==> config.mk <==
export PLATFORM = sky130hd
export DESIGN_NAME = fmeasure_sequencer
export DESIGN_NICKNAME = d
export VERILOG_FILES = /design/src/rtl/fmeasure_sequencer.sv
export SDC_FILE = /design/constraint.sdc
export NUM_CORES = 1
export LEC_CHECK = 0
export CAP_MARGIN = 0
export CORE_UTILIZATION = 35
export DETAILED_ROUTE_END_ITERATION = 6
export PLACE_DENSITY_LB_ADDON = 0.1
export SYNTH_ARGS = -nofsm -noshare
export SYNTH_HDL_FRONTEND = slang
export SYNTH_SLANG_ARGS = --single-unit
==> constraint.sdc <==
create_clock -name clk -period 3.6 [get_ports clk]
set_clock_uncertainty 0.1 [all_clocks]
set_input_delay 0.72 -clock clk [delete_from_list [all_inputs] [get_ports clk]]
set_output_delay 0.72 -clock clk [all_outputs]
set_load 0.005 [all_outputs]
==> src/rtl/fmeasure_sequencer.sv <==
// fmeasure_sequencer
//   Measurement controller for the ring-oscillator frequency counter.
//   On start it clears the counter, opens the gate for 2^window_sel clk cycles,
//   waits for the counter's gate synchronisers to drain, then captures the count.
//
// Ports
//   clk            in   system clock
//   reset          in   synchronous, active-high reset
//   start          in   request a measurement (sampled only in IDLE)
//   abort          in   cancel the measurement in progress
//   window_sel     in   gate length exponent, latched at start
//   cycle_count    in   count from the frequency counter
//   counter_reset  out  clear pulse to the counter
//   gate           out  counting window to the counter
//   result         out  last captured count
//   result_valid   out  result holds a completed measurement
//   busy           out  measurement in progress
//   done           out  one-cycle pulse, result just updated
module fmeasure_sequencer #(
  parameter int LENGTH        = 20,
  parameter int GATE_BITS     = 16,
  parameter int RESET_CYCLES  = 4,
  parameter int SETTLE_CYCLES = 8
) (
  input  logic              clk,
  input  logic              reset,
  input  logic              start,
  input  logic              abort,
  input  logic [3:0]        window_sel,
  input  logic [LENGTH-1:0] cycle_count,
  output logic              counter_reset,
  output logic              gate,
  output logic [LENGTH-1:0] result,
  output logic              result_valid,
  output logic              busy,
  output logic              done
);

  localparam int CLR_W = $clog2(RESET_CYCLES) + 1;
  localparam int SET_W = $clog2(SETTLE_CYCLES) + 1;

  localparam logic [CLR_W-1:0] CLR_LOAD = CLR_W'(RESET_CYCLES - 1);
  // SETTLE covers S-1 cycles; the final settle cycle is spent in CAPTURE.
  localparam logic [SET_W-1:0] SET_LOAD =
    SET_W'((SETTLE_CYCLES >= 2) ? (SETTLE_CYCLES - 2) : 0);

  typedef enum logic [2:0] {
    S_IDLE,
    S_CLEAR,
    S_OPEN,
    S_SETTLE,
    S_CAPTURE
  } state_t;

  state_t                r_state,  w_state;
  logic [CLR_W-1:0]      r_clr_cnt, w_clr_cnt;
  logic [GATE_BITS-1:0]  r_win_cnt, w_win_cnt;
  logic [SET_W-1:0]      r_set_cnt, w_set_cnt;
  logic [3:0]            r_win_exp, w_win_exp;
  logic                  r_counter_reset, w_counter_reset;
  logic                  r_gate, w_gate;
  logic [LENGTH-1:0]     r_result, w_result;
  logic                  r_result_valid, w_result_valid;
  logic                  r_busy, w_busy;
  logic                  r_done, w_done;

  always_ff @(posedge clk) begin
    if (reset) begin
      r_state         <= S_IDLE;
      r_clr_cnt       <= '0;
      r_win_cnt       <= '0;
      r_set_cnt       <= '0;
      r_win_exp       <= '0;
      r_counter_reset <= 1'b0;
      r_gate          <= 1'b0;
      r_result        <= '0;
      r_result_valid  <= 1'b0;
      r_busy          <= 1'b0;
      r_done          <= 1'b0;
    end else begin
      r_state         <= w_state;
      r_clr_cnt       <= w_clr_cnt;
      r_win_cnt       <= w_win_cnt;
      r_set_cnt       <= w_set_cnt;
      r_win_exp       <= w_win_exp;
      r_counter_reset <= w_counter_reset;
      r_gate          <= w_gate;
      r_result        <= w_result;
      r_result_valid  <= w_result_valid;
      r_busy          <= w_busy;
      r_done          <= w_done;
    end
  end

  always_comb begin
    w_state         = r_state;
    w_clr_cnt       = r_clr_cnt;
    w_win_cnt       = r_win_cnt;
    w_set_cnt       = r_set_cnt;
    w_win_exp       = r_win_exp;
    w_counter_reset = r_counter_reset;
    w_gate          = r_gate;
    w_result        = r_result;
    w_result_valid  = r_result_valid;
    w_busy          = r_busy;
    w_done          = 1'b0;

    if (abort && (r_state != S_IDLE)) begin
      w_state         = S_IDLE;
      w_gate          = 1'b0;
      w_counter_reset = 1'b0;
      w_busy          = 1'b0;
    end else begin
      case (r_state)
        S_IDLE: begin
          // abort outranks start even though it has nothing to cancel here
          if (start && !abort) begin
            w_state         = S_CLEAR;
            w_counter_reset = 1'b1;
            w_busy          = 1'b1;
            w_result_valid  = 1'b0;
            w_clr_cnt       = CLR_LOAD;
            if (int'(window_sel) > GATE_BITS - 1)
              w_win_exp = 4'(GATE_BITS - 1);
            else
              w_win_exp = window_sel;
          end
        end
        S_CLEAR: begin
          if (r_clr_cnt == '0) begin
            w_state         = S_OPEN;
            w_counter_reset = 1'b0;
            w_gate          = 1'b1;
            w_win_cnt       = (GATE_BITS'(1) << r_win_exp) - GATE_BITS'(1);
          end else begin
            w_clr_cnt = r_clr_cnt - 1'b1;
          end
        end
        S_OPEN: begin
          if (r_win_cnt == '0) begin
            w_gate    = 1'b0;
            w_set_cnt = SET_LOAD;
            w_state   = (SETTLE_CYCLES == 1) ? S_CAPTURE : S_SETTLE;
          end else begin
            w_win_cnt = r_win_cnt - 1'b1;
          end
        end
        S_SETTLE: begin
          if (r_set_cnt == '0)
            w_state = S_CAPTURE;
          else
            w_set_cnt = r_set_cnt - 1'b1;
        end
        S_CAPTURE: begin
          w_state        = S_IDLE;
          w_result       = cycle_count;
          w_result_valid = 1'b1;
          w_done         = 1'b1;
          w_busy         = 1'b0;
        end
        default: begin
          w_state         = S_IDLE;
          w_gate          = 1'b0;
          w_counter_reset = 1'b0;
          w_busy          = 1'b0;
        end
      endcase
    end
  end

  assign counter_reset = r_counter_reset;
  assign gate          = r_gate;
  assign result        = r_result;
  assign result_valid  = r_result_valid;
  assign busy          = r_busy;
  assign done          = r_done;

endmodule

== Word level (Yosys, flattened, before mapping) ==
Index checks and enable logic that the tools add are counted.

* Mux-type cells: 24
* Shifts and indexed selects: 1
* Equal/unequal tests: 11
* Bitwise gates (word level): 4
* Reductions and logical operators: 26
* Add/sub/neg operators: 4

{| class="wikitable"
|+ Operator list
! operator !! count
|-
| $mux W16 || 2
|-
| $pmux W16 S2 || 1
|-
| $mux W3 || 6
|-
| $logic_not A16 Y1 || 1
|-
| $reduce_and A4 Y1 || 4
|-
| $shl A1 B4 Y16 const A || 1
|-
| $sub A16 B1 Y16 const B || 1
|-
| $sub A16 B2 Y16 const B || 1
|-
| $ne A2 B2 Y1 const B || 7
|-
| $pmux W3 S4 || 1
|-
| $reduce_and A3 Y1 || 4
|-
| $reduce_or A3 Y1 || 3
|-
| $mux W4 || 2
|-
| $pmux W4 S2 || 1
|-
| $reduce_bool A2 Y1 || 4
|-
| $eq A3 B2 Y1 const B || 2
|-
| $logic_not A3 Y1 || 2
|-
| $mux W1 || 6
|-
| $pmux W1 S3 || 2
|-
| $pmux W3 S2 || 1
|-
| $logic_not A4 Y1 || 1
|-
| $not A1 Y1 || 4
|-
| $pmux W1 S2 || 2
|-
| $reduce_and A2 Y1 || 2
|-
| 8 further kinds || 9
|}

* Output and inout bits: 25
* Input port bits: 28
* Bits in registers: 55
* Word-level logic and storage cells: 81

== Depth between registers and ports, before layout ==
* Depth in word-level cells: 4
* Mapped depth: 10
* Depth with buffers taken out: 8

== Least setup slack after synthesis ==
Ideal clock, no wire load.

* Path kind: reg2reg
* Start: register r_win_exp[3]
* End: register r_win_cnt[6]
* Slack: 1.298 ns
* Buffers on the path: 3
* Data arrival time: 2.107 ns
* Stages on the path, launching flop included: 10
* Clock period less this slack: 2.302 ns
* Cell sequence: dfxtp_1 clkbuf_1 clkbuf_1 nand3b_1 ha_1 clkbuf_1 a21oi_1 o211ai_1 o41ai_1 a221oi_1

* Word-level cells in the longest chain between the ends: 4

{| class="wikitable"
|+ RTL lines
! what !! RTL line !! text
|-
| from (decl) || 59 || <nowiki>logic [3:0] r_win_exp, w_win_exp;</nowiki>
|-
| from (signal assigned) || 85 || <nowiki>r_win_exp <= w_win_exp;</nowiki>
|-
| $shl A1 B4 Y16 || 134 || <nowiki>w_win_cnt = (GATE_BITS'(1) << r_win_exp) - GATE_BITS'(1);</nowiki>
|-
| $sub A16 B2 Y16 || 134 ||
|-
| $mux W16 || 130 || <nowiki>if (r_clr_cnt == '0) begin</nowiki>
|-
| $pmux W16 S2 || 114 || <nowiki>case (r_state)</nowiki>
|-
| to (signal assigned) || 83 || <nowiki>r_win_cnt <= w_win_cnt;</nowiki>
|-
| to (decl) || 57 || <nowiki>logic [GATE_BITS-1:0] r_win_cnt, w_win_cnt;</nowiki>
|}

No other way between the ends. The select of a mux whose other input is x is not followed.
A chain may end at the register's enable or synchronous reset.

== Final worst setup path ==
* Start: register r_win_exp[2]
* End: register r_win_cnt[14]

Same word-level chain as after synthesis.

==> flow_summary.toml <==
[worst_hold_path]
hold_class = "reg2reg"
min_path_cells = 2
min_from = "result[0]$_SDFFE_PP0P_"
hold-path-endpoint = "result[0]$_SDFFE_PP0P_"

[timing]
drv_slew = 0
whs_ns = 0.357
tightest_slew_ns = 1.04
max-slew-margin-rel = 0.302
fin_crit_sh = 0.712
fmax_mhz = 390
fin_crit_ns = 2.56
rsz0062_at_grt = "no"
fin_tns_setup_ns = 0
finalHoldViolCount = 0
setup_viol = 0

[worst_setup_path]
crit_chain = "nor2_1 > nand3b_1 > ha_1 > nor3b_1 > nor2b_1 > a41oi_1 > o21ai_0 > a31o_1"
required_ns = 3.76
critPathSlowestCell = "dfxtp_1"
r2r-end = "r_win_cnt[14]$_SDFFE_PP0P_"
worst_setup_path_end_kind = "flop"
critical_path_class = "reg2reg"
start_kind = "flop"
reg2regPathDepth = 8
cpPeakStageDelay_ns = 0.67
cp_num_buf_inv = 0
r2r_setup_slack_ns = 1.04
worst_r2r_startpoint = "r_win_exp[2]$_SDFFE_PP0P_"
crit_fanout = 17
crit_family = "simple AND/OR/NAND/NOR gates"
crit_arrival_ns = 2.72

[cts]
clk_pin_slew_ns = 0.10
tritoncts = "yes"
cts_root_buffer = "clkbuf_8"
clk_path_buf_depth = 2
clock_latency_ns = 0.32
cts_hold_buffers = 0
htree_levels = 2
cts_setup_buffers = 0
cts-resized-gates = 0
clock_sinks = 55
cts_made_buffers = 5

[status]
status = "finished, final reports clean"

[yosys]
synth_seq_cells = 55
synth_edf_count = 0
synth_fp_nets = 420
synth_area_mm2 = 0.00295
async_flop_share = 0
yosysWarningCount = 0
synthFlopType = "dfxtp_1"
synth_xor_area_frac = 0.00892
yosysUniqueCellTypes = 62
synth_top_family_by_area = "simple AND/OR/NAND/NOR gates"
synth-simple-area-share = 0.274
synth-adder-area-share = 0.0255
postSynthCellCount = 386
synth_compound_area_frac = 0.261
syn_area_per_cell_um2 = 7.63
seq_area_frac_synth = 0.374
muxShareOfSynthArea = 0

[placement]
portBuffers = 52
place_congestion = 0.760
post-dp-hpwl_um = 5000

[layout]
fin_nets = 455
seqCellArea_mm2 = 0.00110
syn_to_final_growth_pct = 22.5
multiInputGateArea_mm2 = 0.00168
drive_gt1_frac = 0.0545
diodes = 0
nFillCells = 856

[power]
ir_drop_mv = 0.174
combPwrFrac = 0.183
leakagePower_nw = 1.23
intPower_mw = 0.946
swShare = 0.286
p_clk_frac = 0.323
power.density_mw_per_mm2 = 367
switching_power_mw = 0.379
p_seq_frac = 0.494

[drt]
vias = 2772
drtPass1Iterations = 7
ant_nets = 0
viasPerCell = 5.26
drc = 0
totalWireLength_um = 7300
drtIter0Drc = 132
wire_per_inst_um = 13.8

[global_route]
grt_max_degree = 33
track_usage = 0.178
grt_pass1_vias = 2584
antenna_found_initial = 0
grt_pass1_wl_um = 12600
grt_remaining_overflow = 0

[floorplan]
io_pins = 53
start_util = 0.360
row_count = 33
die_x_um = 93.8
core_mm2 = 0.00818
die_h_um = 93.8
die_area_mm2 = 0.00879

[flow_run]
cap_violations = 0
## state kept, by name, indices dropped and copies added (netlist names)
| name | count |
|---|---|
| result_valid | 1 |
| busy | 1 |
| r_clr_cnt | 3 |
| r_win_exp | 4 |
| r_state | 3 |
| r_set_cnt | 4 |
| result | 20 |
| r_win_cnt | 16 |
| done | 1 |
| counter_reset | 1 |
| gate | 1 |
## worst max-delay path by stage
stage | start | slack (ns) | cells after the start | endpoint
CTS | r_win_exp[3]$_SDFFE_PP0P_ | 1.11 | 8 | r_win_cnt[14]$_SDFFE_PP0P_
finish | r_win_exp[2]$_SDFFE_PP0P_ | 1.04 | 8 | r_win_cnt[14]$_SDFFE_PP0P_
floorplan | r_win_exp[3]$_SDFFE_PP0P_ | 1.30 | 9 | r_win_cnt[6]$_SDFFE_PP0P_
global route | r_win_exp[3]$_SDFFE_PP0P_ | 0.82 | 8 | r_win_cnt[14]$_SDFFE_PP0P_
detailed placement | abort | 1.01 | 5 | r_set_cnt[2]$_SDFFE_PP0P_
global placement | abort | 1.03 | 5 | result[7]$_SDFFE_PP0P_
## cells in the mapped netlist, types with 4 or more instances
library cell / instances / area share
o21ai_1: 4 / 0.0068
a21oi_1: 54 / 0.092
nand3_1: 9 / 0.015
dfxtp_1: 55 / 0.37
nor2_1: 25 / 0.032
nand3b_1: 5 / 0.013
nand2_1: 75 / 0.096
inv_1: 14 / 0.018
nor3b_1: 4 / 0.010
ha_1: 6 / 0.025
clkbuf_1: 21 / 0.027
a31oi_1: 5 / 0.011
nor2b_1: 5 / 0.011
nor3_1: 13 / 0.022
o211ai_1: 4 / 0.010
o21ai_0: 17 / 0.029
## cell type report
class,count,share of cell area
inverter,14,0.0146
multi-input combinational,291,0.466
timing repair buffer,54,0.147
sequential,55,0.305
clock inverter,2,0.0107
tap,105,0.0364
clock buffer,6,0.0201
## logic make-up (layout without fill, tap and decap cells)
group | count (synthesis) | after routing
adders and majority gates | 6 | 6
DFF | 55 | 55
xor gates and xnor gates | 3 | 3
buffers and inverters | 40 | 76
AOI/OAI and AO/OA | 119 | 119
and+or+nand+nor | 163 | 163
## per-stage QoR
stage / power [mW] / std cells / instance area [um2] / setup WS (ns) / utilization
floorplan: 0.831 / 386 / 2950 / 1.30 / -
global placement: 0.910 / 519 / 3500 / 1.03 / 0.428
detailed placement: 0.911 / 519 / 3500 / 1.01 / 0.428
CTS: 1.35 / 527 / 3610 / 1.11 / 0.441
global route: 1.41 / 527 / 3610 / 0.820 / 0.441
finish: 1.33 / 527 / 3610 / 1.04 / 0.441
## worst reg2reg max path: stages (launching register included)
cell and delay (ns):
dfxtp_1 0.67, nor2_1 0.15, nand3b_1 0.13, ha_1 0.47, nor3b_1 0.32, nor2b_1 0.21, a41oi_1 0.06, o21ai_0 0.23
a31o_1 0.16
## power groups by stage
stage,Clock [mW],Sequential [mW],Combinational [mW]
after floorplan,0,0.651,0.181
after global placement,0,0.668,0.242
after detailed placement,0,0.668,0.243
after CTS,0.448,0.654,0.244
after global routing,0.476,0.660,0.271
final,0.428,0.655,0.242
## metal layers
layer	global-route usage	vias up	part of all wire
met5	0	-	0
met1	0.240	1303	0.49
li1	-	1439	-
met2	0.294	25	0.48
met4	0.0385	0	0.0084
met3	0.0332	5	0.021
## placed cells by master, fill, tap and decap left out, types with 3 or more instances in the layout
cell type and n:
dfxtp_1 55, nor4b_1 3, inv_1 14, nor3b_1 3, nand2b_1 3, nand2_1 75
nor2_1 25, clkdlybuf4s50_1 51, and2_1 3, nand3b_1 5, nor2b_1 5, a21oi_1 54
a31oi_1 5, ha_1 6, a21o_1 3, clkbuf_8 5, nand3_1 9, nand4_1 3
o21ai_0 17, nor3_1 13, o21ai_1 4, o211ai_1 4
Power figures use the tool's default switching activity.
